[src/rtl/char_pack_compressor.sv]
// ---------------------------------------------------------------------------
// char_pack_compressor
//
// Maps 8-bit extended-ASCII characters to 7-bit codes and packs
// CODES_PER_WORD codes into one output word. Slot k sits at bits
// [7k+6:7k], and slot 0 holds the first character accepted.
// A word is emitted when it fills, or when FLUSH is accepted while a
// partial word is held. In a partial word, the unused slots are zero.
//
// Parameters
//   CODES_PER_WORD : number of 7-bit codes per output word (1..8)
//   DROP_INVALID   : 0 = an unmappable character becomes code 0,
//                    1 = an unmappable character is discarded
//
// Optional feature (macro COMPRESS_STATS_EN)
//   Adds output DROP_CNT. It is a 16-bit saturating count of accepted
//   unmappable characters.
//
// Ports
//   CLK       in   clock, rising edge
//   RST       in   synchronous active-high reset
//   IN_DATA   in   [7:0] character
//   IN_VALID  in   IN_DATA valid
//   IN_READY  out  character / FLUSH accepted this cycle
//   FLUSH     in   emit the partial word
//   OUT_DATA  out  [7*CODES_PER_WORD-1:0] packed codes
//   OUT_COUNT out  number of valid slots in OUT_DATA
//   OUT_VALID out  OUT_DATA / OUT_COUNT valid
//   OUT_READY in   downstream takes the word
//   DROP_CNT  out  [15:0] unmappable count (COMPRESS_STATS_EN only)
// ---------------------------------------------------------------------------
module char_pack_compressor #(
    parameter int CODES_PER_WORD = 4,
    parameter int DROP_INVALID   = 0
) (
    input  logic                                    CLK,
    input  logic                                    RST,
    input  logic [7:0]                              IN_DATA,
    input  logic                                    IN_VALID,
    output logic                                    IN_READY,
    input  logic                                    FLUSH,
    output logic [7*CODES_PER_WORD-1:0]             OUT_DATA,
    output logic [$clog2(CODES_PER_WORD+1)-1:0]     OUT_COUNT,
    output logic                                    OUT_VALID,
`ifdef COMPRESS_STATS_EN
    output logic [15:0]                             DROP_CNT,
`endif
    input  logic                                    OUT_READY
);

    localparam int OUT_W = 7 * CODES_PER_WORD;
    localparam int CNT_W = $clog2(CODES_PER_WORD + 1);

    typedef enum logic {
        ST_EMPTY   = 1'b0,
        ST_FILLING = 1'b1
    } state_t;

    state_t             state_q, state_d;
    logic [CNT_W-1:0]   cnt_q, cnt_d;
    logic [OUT_W-1:0]   acc_q, acc_d;
    logic [OUT_W-1:0]   out_data_q, out_data_d;
    logic [CNT_W-1:0]   out_count_q, out_count_d;
    logic               out_valid_q, out_valid_d;

    logic               in_ready;
    logic               accept;
    logic               flush_ok;
    logic [7:0]         mapped;
    logic               unmappable;
    logic [6:0]         code;
    logic               advance;
    logic [OUT_W-1:0]   acc_fill;
    logic [CNT_W-1:0]   cnt_fill;
    logic               word_done;
    logic               emit;

    // Returns {unmappable, code}. The special-case characters are
    // checked before the range test.
    function automatic logic [7:0] map_char(input logic [7:0] c);
        logic [7:0] off;
        off = c - 8'd32;
        case (c)
            8'd162:  map_char = {1'b0, 7'd95};
            8'd163:  map_char = {1'b0, 7'd97};
            8'd165:  map_char = {1'b0, 7'd109};
            8'd169:  map_char = {1'b0, 7'd111};
            8'd174:  map_char = {1'b0, 7'd112};
            8'd176:  map_char = {1'b0, 7'd125};
            default: begin
                if (c < 8'd32 || c > 8'd159) begin
                    map_char = 8'h80;
                end else begin
                    map_char = {1'b0, off[6:0]};
                end
            end
        endcase
    endfunction

    always_comb begin
        // The output register can take a new word if it is empty or
        // if its word is being consumed on this edge.
        in_ready   = !(out_valid_q && !OUT_READY);
        accept     = IN_VALID && in_ready;
        flush_ok   = FLUSH && in_ready;
        mapped     = map_char(IN_DATA);
        unmappable = mapped[7];
        code       = mapped[6:0];
        advance    = accept && !((DROP_INVALID != 0) && unmappable);

        acc_fill = acc_q;
        if (advance) begin
            for (int k = 0; k < CODES_PER_WORD; k++) begin
                if (CNT_W'(k) == cnt_q) begin
                    acc_fill[7*k +: 7] = code;
                end
            end
        end
        cnt_fill = cnt_q + CNT_W'(advance);

        // A char that completes the word already forms the emitted
        // word, so a FLUSH on the same cycle adds no extra empty word.
        word_done = (cnt_fill == CNT_W'(CODES_PER_WORD));
        emit      = word_done || (flush_ok && (cnt_fill != '0));

        acc_d       = acc_fill;
        cnt_d       = cnt_fill;
        out_data_d  = out_data_q;
        out_count_d = out_count_q;
        out_valid_d = out_valid_q && !OUT_READY;

        if (emit) begin
            out_data_d  = acc_fill;
            out_count_d = cnt_fill;
            out_valid_d = 1'b1;
            acc_d       = '0;
            cnt_d       = '0;
        end

        state_d = state_q;
        case (state_q)
            ST_EMPTY:   if (cnt_d != '0) state_d = ST_FILLING;
            ST_FILLING: if (cnt_d == '0) state_d = ST_EMPTY;
            default:    state_d = ST_EMPTY;
        endcase
    end

    always_ff @(posedge CLK) begin
        if (RST) begin
            state_q     <= ST_EMPTY;
            cnt_q       <= '0;
            acc_q       <= '0;
            out_data_q  <= '0;
            out_count_q <= '0;
            out_valid_q <= 1'b0;
        end else begin
            state_q     <= state_d;
            cnt_q       <= cnt_d;
            acc_q       <= acc_d;
            out_data_q  <= out_data_d;
            out_count_q <= out_count_d;
            out_valid_q <= out_valid_d;
        end
    end

    assign IN_READY  = in_ready;
    assign OUT_DATA  = out_data_q;
    assign OUT_COUNT = out_count_q;
    assign OUT_VALID = out_valid_q;

`ifdef COMPRESS_STATS_EN
    logic [15:0] drop_cnt_q, drop_cnt_d;

    always_comb begin
        drop_cnt_d = drop_cnt_q;
        if (accept && unmappable && (drop_cnt_q != 16'hFFFF)) begin
            drop_cnt_d = drop_cnt_q + 16'd1;
        end
    end

    always_ff @(posedge CLK) begin
        if (RST) begin
            drop_cnt_q <= '0;
        end else begin
            drop_cnt_q <= drop_cnt_d;
        end
    end

    assign DROP_CNT = drop_cnt_q;
`endif

endmodule
[config.mk]
export PLATFORM = sky130hd
export DESIGN_NAME = char_pack_compressor
export DESIGN_NICKNAME = d
export VERILOG_FILES = /design/src/rtl/char_pack_compressor.sv
export SDC_FILE = /design/constraint.sdc
export NUM_CORES = 1
export LEC_CHECK = 0
export ABC_AREA = 1
export CAP_MARGIN = 20
export CELL_PAD_IN_SITES_DETAIL_PLACEMENT = 1
export CELL_PAD_IN_SITES_GLOBAL_PLACEMENT = 1
export CORE_MARGIN = 4
export CORE_UTILIZATION = 40
export DETAILED_ROUTE_END_ITERATION = 7
export PLACE_DENSITY_LB_ADDON = 0.1
export SLEW_MARGIN = 30
export SYNTH_ARGS = -nofsm -noshare
export SYNTH_HDL_FRONTEND = slang
export SYNTH_SLANG_ARGS = --single-unit
[constraint.sdc]
create_clock -name CLK -period 3.6 [get_ports CLK]
set_clock_uncertainty 0.15 [all_clocks]
set_input_delay 0.72 -clock CLK [delete_from_list [all_inputs] [get_ports CLK]]
set_output_delay 0.72 -clock CLK [all_outputs]
set_load 0.01 [all_outputs]
==> summary.txt, run 1 <==
Timing
  – Worst rel slew slack: 0.607
  – Final Setup Violations: 0
  – RSZ-0062 raised after global routing: no
  – Max-slew violation count: 0
  – Setup TNS: 0 ns
  – Tightest Pin Transition: 0.588 ns
  – Final cycle utilization of the critical path: 0.813
  – Max frequency: 342 MHz
  – Fin crit period: 2.93 ns
  – Final hold violations: 0

Run status
  – Status: finished, final reports clean

Logic synthesis
  – Synth Area in XOR/XNOR: 0.00329
  – Synth cell types: 19
  – Synth warn: 0
  – Register area share after synthesis: 0.473
  – Syn Nets: 389
  – Multiplexer area fraction after synthesis: 0
  – Largest family of logic cells by synthesized area: simple AND/OR/NAND/NOR gates
  – Synth Area in Simple Gates: 0.395
  – FF+latch count, synth: 63
  – Compound-cell area share of the yosys netlist: 0.0441
  – Mapped Area: 2670 sq um
  – Adder-cell share of the synthesized area: 0.00939
  – Synth Area per Inst: 7.13 sq um
  – Cells after Synth: 374

Route
  – DRC Markers: 0
  – Final wirelength: 7.08 mm
  – Pre-antenna DRT Iters: 4
  – DRT antenna net count: 0
  – DR WL/cell: 14.0 um
  – DR iter-0 viols: 68
  – Via count: 2510
  – DR vias/cell: 4.95

Worst setup path
  – FF-to-FF Start: OUT_VALID$_SDFF_PP0_
  – CP cell instances: clkdlybuf4s50_1 -> inv_1 -> nand2_1 -> nand2_1 -> inv_1 -> ha_1 -> ha_1 -> xor2_1 -> nand3_1 -> nand2_1 -> inv_1 -> nor2_4 -> buf_4 -> nand3_1 -> nand2_1
  – CP Data Required Time: 3.72 ns
  – Critical Path End Type: flip-flop
  – Max Fanout on Critical Path: 24
  – Slowest cell on the critical path: clkdlybuf4s50_1
  – Flop2flop setup slack: 1.17 ns
  – Crit-path max cell delay: 0.46 ns
  – Reg-to-Reg End: OUT_DATA[14]$_SDFFE_PP0P_
  – Critical path's most frequent cell: nand2_1
  – CP startpoint kind: primary input
  – WP data arrival: 3.05 ns
  – Setup CP Type: primary input to flip-flop
  – Worst Reg2Reg Path Length in Cells: 13

Worst hold path
  – Hold depth: 2
  – HP Class: flip-flop to flip-flop
  – Worst hold start: OUT_DATA[15]$_SDFFE_PP0P_
  – Hold EP: OUT_DATA[15]$_SDFFE_PP0P_

Place
  – DP HPWL: 4.96 mm
  – Port bufs: 45
  – Routability cong.: 0.825

Floorplan
  – Initial Utilization: 0.415
  – CORE AREA: 6420 sq um
  – # IOs: 46
  – Die X: 89.6 um
  – Full die area: 8030 sq um
  – Die height: 89.6 um
  – Rows: 29

Clocking
  – CTS tree: yes
  – CTS sink count: 63
  – Clk root buf: clkbuf_8
  – CTS clk-pin slew, worst paths: 0.06 ns
  – Level count of the clock H-tree: 3
  – Post-cts resize count: 0
  – Cts hold-fix bufs: 0
  – CTS max path bufs: 2
  – Clock Latency Late Sink: 0.33 ns
  – Post-CTS setup buffer count: 0
  – TritonCTS Buffers: 9

Global route
  – Antenna violations before repair: 0
  – Number of global-route vias before repair: 2613
  – First-pass GRT wire length: 11.9 mm
  – All-Layer GR Usage: 0.192
  – Pin count of the biggest net entering global routing: 29
  – Overflow after GRT: 0

Layout
  – Multi-input logic area: 1200 sq um
  – Layout cells sized above 1: 0.100
  – # fillers: 830
  – Inserted Diodes: 0
  – P&R area growth vs syn: 28.8%
  – Seq. cell area: 1260 sq um
  – Post-route core utilization: 0.534
  – Nets: 440

Flow run
  – Max Cap Viol: 0

Power and ir drop
  – Worst VDD drop: 257 uV
  – Leak Pwr: 1.61 nW
  – Cell Pwr Density: 519 nW/um^2
-- report_power, final --
group          internal, mW  total, mW  leakage, nW  switching (mW)
Clock                 0.480      0.751        0.118           0.270
Combinational         0.116      0.279        0.980           0.163
Sequential            0.735      0.751        0.511          0.0158
Total                  1.33       1.78         1.61           0.449
-- kinds of logic after synthesis --
family          Yosys count
flops                    63
compound gates           22
buf+inv                  42
fa+ha+maj                 2
simple gates            244
xor+xnor                  1
-- through the flow --
stage	total power [mW]	hold slack, ns	instances	worst slack, ns	instance area [sq um]
5_1_grt	1.86	0.323	507	0.393	3430
6_report	1.78	0.298	507	0.673	3430
3_3_place_gp	1.04	0.282	491	0.486	3190
3_5_place_dp	1.05	0.288	491	0.331	3190
2_1_floorplan	0.939	0.301	374	1.04	2670
4_1_cts	1.80	0.303	507	0.646	3430
-- worst max-delay path by stage --
stage | from | to | slack (ns) | cells past startpoint
floorplan | OUT_READY | OUT_DATA[10]$_SDFFE_PP0P_ | 1.04 | 14
global placement | OUT_READY | OUT_DATA[0]$_SDFFE_PP0P_ | 0.49 | 15
detailed placement | OUT_READY | OUT_DATA[14]$_SDFFE_PP0P_ | 0.33 | 15
CTS | OUT_READY | OUT_DATA[14]$_SDFFE_PP0P_ | 0.65 | 15
global route | OUT_READY | OUT_DATA[0]$_SDFFE_PP0P_ | 0.39 | 15
finish | OUT_READY | OUT_DATA[14]$_SDFFE_PP0P_ | 0.67 | 15
-- metal layers --
metal / global-route usage / vias up / part of all wire
met2: 0.325 / 52 / 0.49
met1: 0.240 / 1163 / 0.46
met4: 0.0798 / 0 / 0.015
met5: 0 / - / 0
met3: 0.0347 / 13 / 0.030
li1: - / 1282 / -
-- worst max-delay path, delay by kind of cell --
| kind | cells | cell delay, ns |
|---|---|---|
| AND/OR/NAND/NOR | 7 | 0.78 |
| adder cells (fa/ha/maj) | 2 | 0.32 |
| buffers and inverters | 5 | 0.99 |
| XOR/XNOR | 1 | 0.23 |
-- cell type report --
| type | count | area share |
|---|---|---|
| Inverter | 29 | 0.0317 |
| Multi-Input combinational cell | 269 | 0.351 |
| Timing Repair Buffer | 53 | 0.152 |
| Tap cell | 77 | 0.0281 |
| Clock buffer | 13 | 0.0434 |
| Clock inverter | 3 | 0.0262 |
| Sequential cell | 63 | 0.367 |
-- flip-flops by register name, summed over array words and instances (netlist names) --
name / cells
OUT_DATA: 28
acc_q: 28
OUT_COUNT: 3
cnt_q: 3
OUT_VALID: 1
-- cell usage after synthesis --
master	n	share of area
xor2_1	1	0.0033
nor2_1	41	0.058
o21ai_0	7	0.013
nor3_1	2	0.0038
nand4_1	15	0.035
ha_1	2	0.0094
o211ai_1	1	0.0028
buf_6	3	0.013
a21oi_1	12	0.023
nand2_1	135	0.19
inv_1	29	0.041
buf_4	3	0.0085
dfxtp_1	63	0.47
nor2_2	1	0.0023
buf_2	7	0.013
nand3_1	29	0.054
o31ai_1	2	0.0056
nor2_4	1	0.0042
or2_2	20	0.047
-- cell usage in the layout, fill, tap and decap left out --
cell type / Yosys / final
nor3_1: 2 / 2
a21oi_1: 12 / 12
clkbuf_1: 0 / 3
inv_1: 29 / 29
nand3_1: 29 / 29
buf_12: 0 / 1
clkdlybuf4s50_1: 0 / 45
xor2_1: 1 / 1
nor2_1: 41 / 41
bufinv_16: 0 / 3
dfxtp_1: 63 / 63
o211ai_1: 1 / 1
clkbuf_8: 0 / 10
ha_1: 2 / 2
buf_4: 3 / 7
nor2_4: 1 / 1
o21ai_0: 7 / 7
nor2_2: 1 / 1
nand2_1: 135 / 135
nand4_1: 15 / 15
or2_2: 20 / 20
o31ai_1: 2 / 2
No activity file was read; power rests on OpenSTA's default activity.
==> run 2, diff against run 1 <==
--- a/config.mk
+++ b/config.mk
@@ -10,7 +10,7 @@
 export CELL_PAD_IN_SITES_DETAIL_PLACEMENT = 1
 export CELL_PAD_IN_SITES_GLOBAL_PLACEMENT = 1
 export CORE_MARGIN = 4
-export CORE_UTILIZATION = 40
+export CORE_UTILIZATION = 37
 export DETAILED_ROUTE_END_ITERATION = 7
 export PLACE_DENSITY_LB_ADDON = 0.1
 export SLEW_MARGIN = 30
==> constraint.sdc (replaced) <==
create_clock -name CLK -period 2.7 [get_ports CLK]
set_clock_uncertainty 0.15 [all_clocks]
set_input_delay 0.54 -clock CLK [delete_from_list [all_inputs] [get_ports CLK]]
set_output_delay 0.54 -clock CLK [all_outputs]
set_load 0.01 [all_outputs]
==> run 2 against run 1 <==
Sequential power increased by 33%. Global-route usage shrank 1.3 points. Sequential share of layout area is 1.2 points lower. Total power grew 36%. Non-clock buffer count rose by 7. Die area increased by 7.4%. Worst setup slack worse by 0.42 ns. Clock power is 37% higher. Combinational power rose by 42%. Critical endpoint is now acc_q[17]$_SDFF_PP0_.
==> summary.txt, run 2 (same netlist as run 1, synthesis figures left out) <==
Route
  – DR iter-0 viols: 62
  – DR WL/cell: 13.4 um
  – DRT antenna net count: 0
  – Pre-antenna DRT Iters: 4
  – DR vias/cell: 4.77
  – Final wirelength: 7.12 mm
  – DRC Markers: 0
  – Via count: 2540

Worst setup path
  – Critical path buffers and inverters: 5
  – Crit-path max cell delay: 0.40 ns
  – CP Data Required Time: 2.80 ns
  – Worst Reg2Reg Path Length in Cells: 11
  – Slowest cell on the critical path: clkdlybuf4s50_1
  – Critical path's top delay family: buffers and inverters
  – Reg-to-Reg End: acc_q[17]$_SDFF_PP0_
  – CP cell instances: clkdlybuf4s50_1 -> inv_1 -> nand2_1 -> nand2_1 -> inv_1 -> ha_1 -> ha_1 -> o211ai_1 -> nand2_1 -> nor2_2 -> inv_1 -> buf_12 -> a21oi_1
  – Max Fanout on Critical Path: 30
  – Setup CP Type: primary input to flip-flop
  – Flop2flop setup slack: 0.56 ns
  – WP depth: 13
  – WP data arrival: 2.55 ns
  – FF-to-FF Start: OUT_VALID$_SDFF_PP0_
  – CP startpoint kind: primary input
  – Critical Path End Type: flip-flop

Timing
  – Tightest Pin Transition: 0.380 ns
  – Final cycle utilization of the critical path: 0.906
  – Max frequency: 409 MHz
  – Final Setup Violations: 0
  – Final WS setup: 0.254 ns
  – Worst rel slew slack: 0.744
  – Setup TNS: 0 ns
  – Fin crit period: 2.45 ns
  – Final hold violations: 0
  – Max-slew violation count: 0
  – RSZ-0062 raised after global routing: no

Clocking
  – Post-CTS setup buffer count: 0
  – Level count of the clock H-tree: 3
  – Cts hold-fix bufs: 0
  – CTS tree: yes
  – Post-cts resize count: 0
  – Clk root buf: clkbuf_8
  – TritonCTS Buffers: 9
  – CTS clk-pin slew, worst paths: 0.07 ns
  – CTS max path bufs: 2
  – CTS sink count: 63
  – Clock Latency Late Sink: 0.32 ns

Global route
  – Antenna violations before repair: 0
  – First-pass GRT wire length: 12.5 mm
  – All-Layer GR Usage: 0.179
  – Pin count of the biggest net entering global routing: 31
  – Overflow after GRT: 0
  – Number of global-route vias before repair: 2784

Worst hold path
  – Worst hold start: OUT_DATA[10]$_SDFFE_PP0P_
  – Hold depth: 2
  – HP Class: flip-flop to flip-flop
  – Hold EP: OUT_DATA[10]$_SDFFE_PP0P_

Run status
  – Status: finished, final reports clean

Floorplan
  – Initial Utilization: 0.386
  – Die height: 92.9 um
  – CORE AREA: 6910 sq um
  – Full die area: 8620 sq um
  – Die X: 92.9 um
  – Rows: 30
  – # IOs: 46

Flow run
  – Max Cap Viol: 0

Place
  – Setup WS pre-CTS: -0.0682 ns
  – Routability cong.: 0.866
  – DP HPWL: 5.20 mm
  – Port bufs: 45

Power and ir drop
  – Leak Pwr: 1.66 nW
  – Cell Pwr Density: 683 nW/um^2
  – Logic pwr share: 0.163
  – Clock share of power: 0.424
  – Switch Pwr: 0.607 mW
  – Internal power: 1.82 mW
  – Power after layout: 2.43 mW
  – Worst VDD drop: 277 uV
  – Switching share of total power: 0.250
  – Part of the power in registers: 0.413

Layout
  – Most frequent cells in the layout: 135 x nand2_1, 63 x dfxtp_1, 45 x clkdlybuf4s50_1, 41 x nor2_1
  – # fillers: 921
  – Layout cells sized above 1: 0.121
  – Inserted Diodes: 0
  – Nets: 447
  – P&R area growth vs syn: 33.2%
  – Commonest non-fill, non-tap cell in the layout: nand2_1
[run 2: cell types whose count changed in the layout (fill, tap and decap cells not counted)]
cell      before  now
buf_12         1    3
clkbuf_1       3    0
buf_4          7   12
clkinv_2       0    1
clkinv_4       0    1
clkbuf_8      10   11
[run 2: power by group through the flow]
stage | logic (mW) | clock network [mW] | registers [mW]
2_1_floorplan | 0.220 | 0 | 1.03
3_3_place_gp | 0.388 | 0 | 1.02
3_5_place_dp | 0.397 | 0 | 1.02
4_1_cts | 0.402 | 1.05 | 1.00
5_1_grt | 0.443 | 1.10 | 1.01
6_report | 0.396 | 1.03 | 1.00
[run 2: stage by stage]
step | hold slack (ns) | instance area [sq um] | cells | utilization
floorplan | 0.301 | 2670 | 374 | -
global placement | 0.279 | 3290 | 517 | 0.477
detailed placement | 0.294 | 3290 | 517 | 0.477
CTS | 0.307 | 3550 | 533 | 0.514
global route | 0.325 | 3550 | 533 | 0.514
finish | 0.303 | 3550 | 533 | 0.514
[run 2: worst max-delay path by stage]
stage          startpoint                        end  slack [ns]
2_1_floorplan   OUT_READY  OUT_DATA[10]$_SDFFE_PP0P_        0.32
3_3_place_gp    OUT_READY  OUT_DATA[27]$_SDFFE_PP0P_        0.06
3_5_place_dp    OUT_READY        acc_q[9]$_SDFF_PP0_       -0.07
4_1_cts         OUT_READY       acc_q[17]$_SDFF_PP0_        0.23
5_1_grt         OUT_READY       acc_q[17]$_SDFF_PP0_        0.09
6_report        OUT_READY       acc_q[17]$_SDFF_PP0_        0.25
[run 2: cell type report]
cell class	count	area (sq um)	share of cell area
Inverter	29	109	0.0307
Multi-Input combinational cell	269	1200	0.339
Sequential cell	63	1260	0.355
Clock buffer	11	151	0.0427
Clock inverter	5	104	0.0293
Timing Repair Buffer	60	601	0.169
Tap cell	96	120	0.0338
[run 2: worst register-to-register path, delay by kind of cell, from the launching register on]
| family | cells | cell delay (ns) |
|---|---|---|
| AOI/OAI and AO/OA | 2 | 0.33 |
| adders and majority gates | 2 | 0.47 |
| buffers and inverters | 3 | 0.33 |
| DFF | 1 | 0.34 |
| and+or+nand+nor | 4 | 0.44 |
[run 2: per-layer routing]
layer / GRT usage / vias up / part of all wire
met1: 0.209 / 1198 / 0.45
li1: - / 1294 / -
met2: 0.320 / 35 / 0.50
met3: 0.0317 / 13 / 0.027
met5: 0 / - / 0
met4: 0.0720 / 0 / 0.020
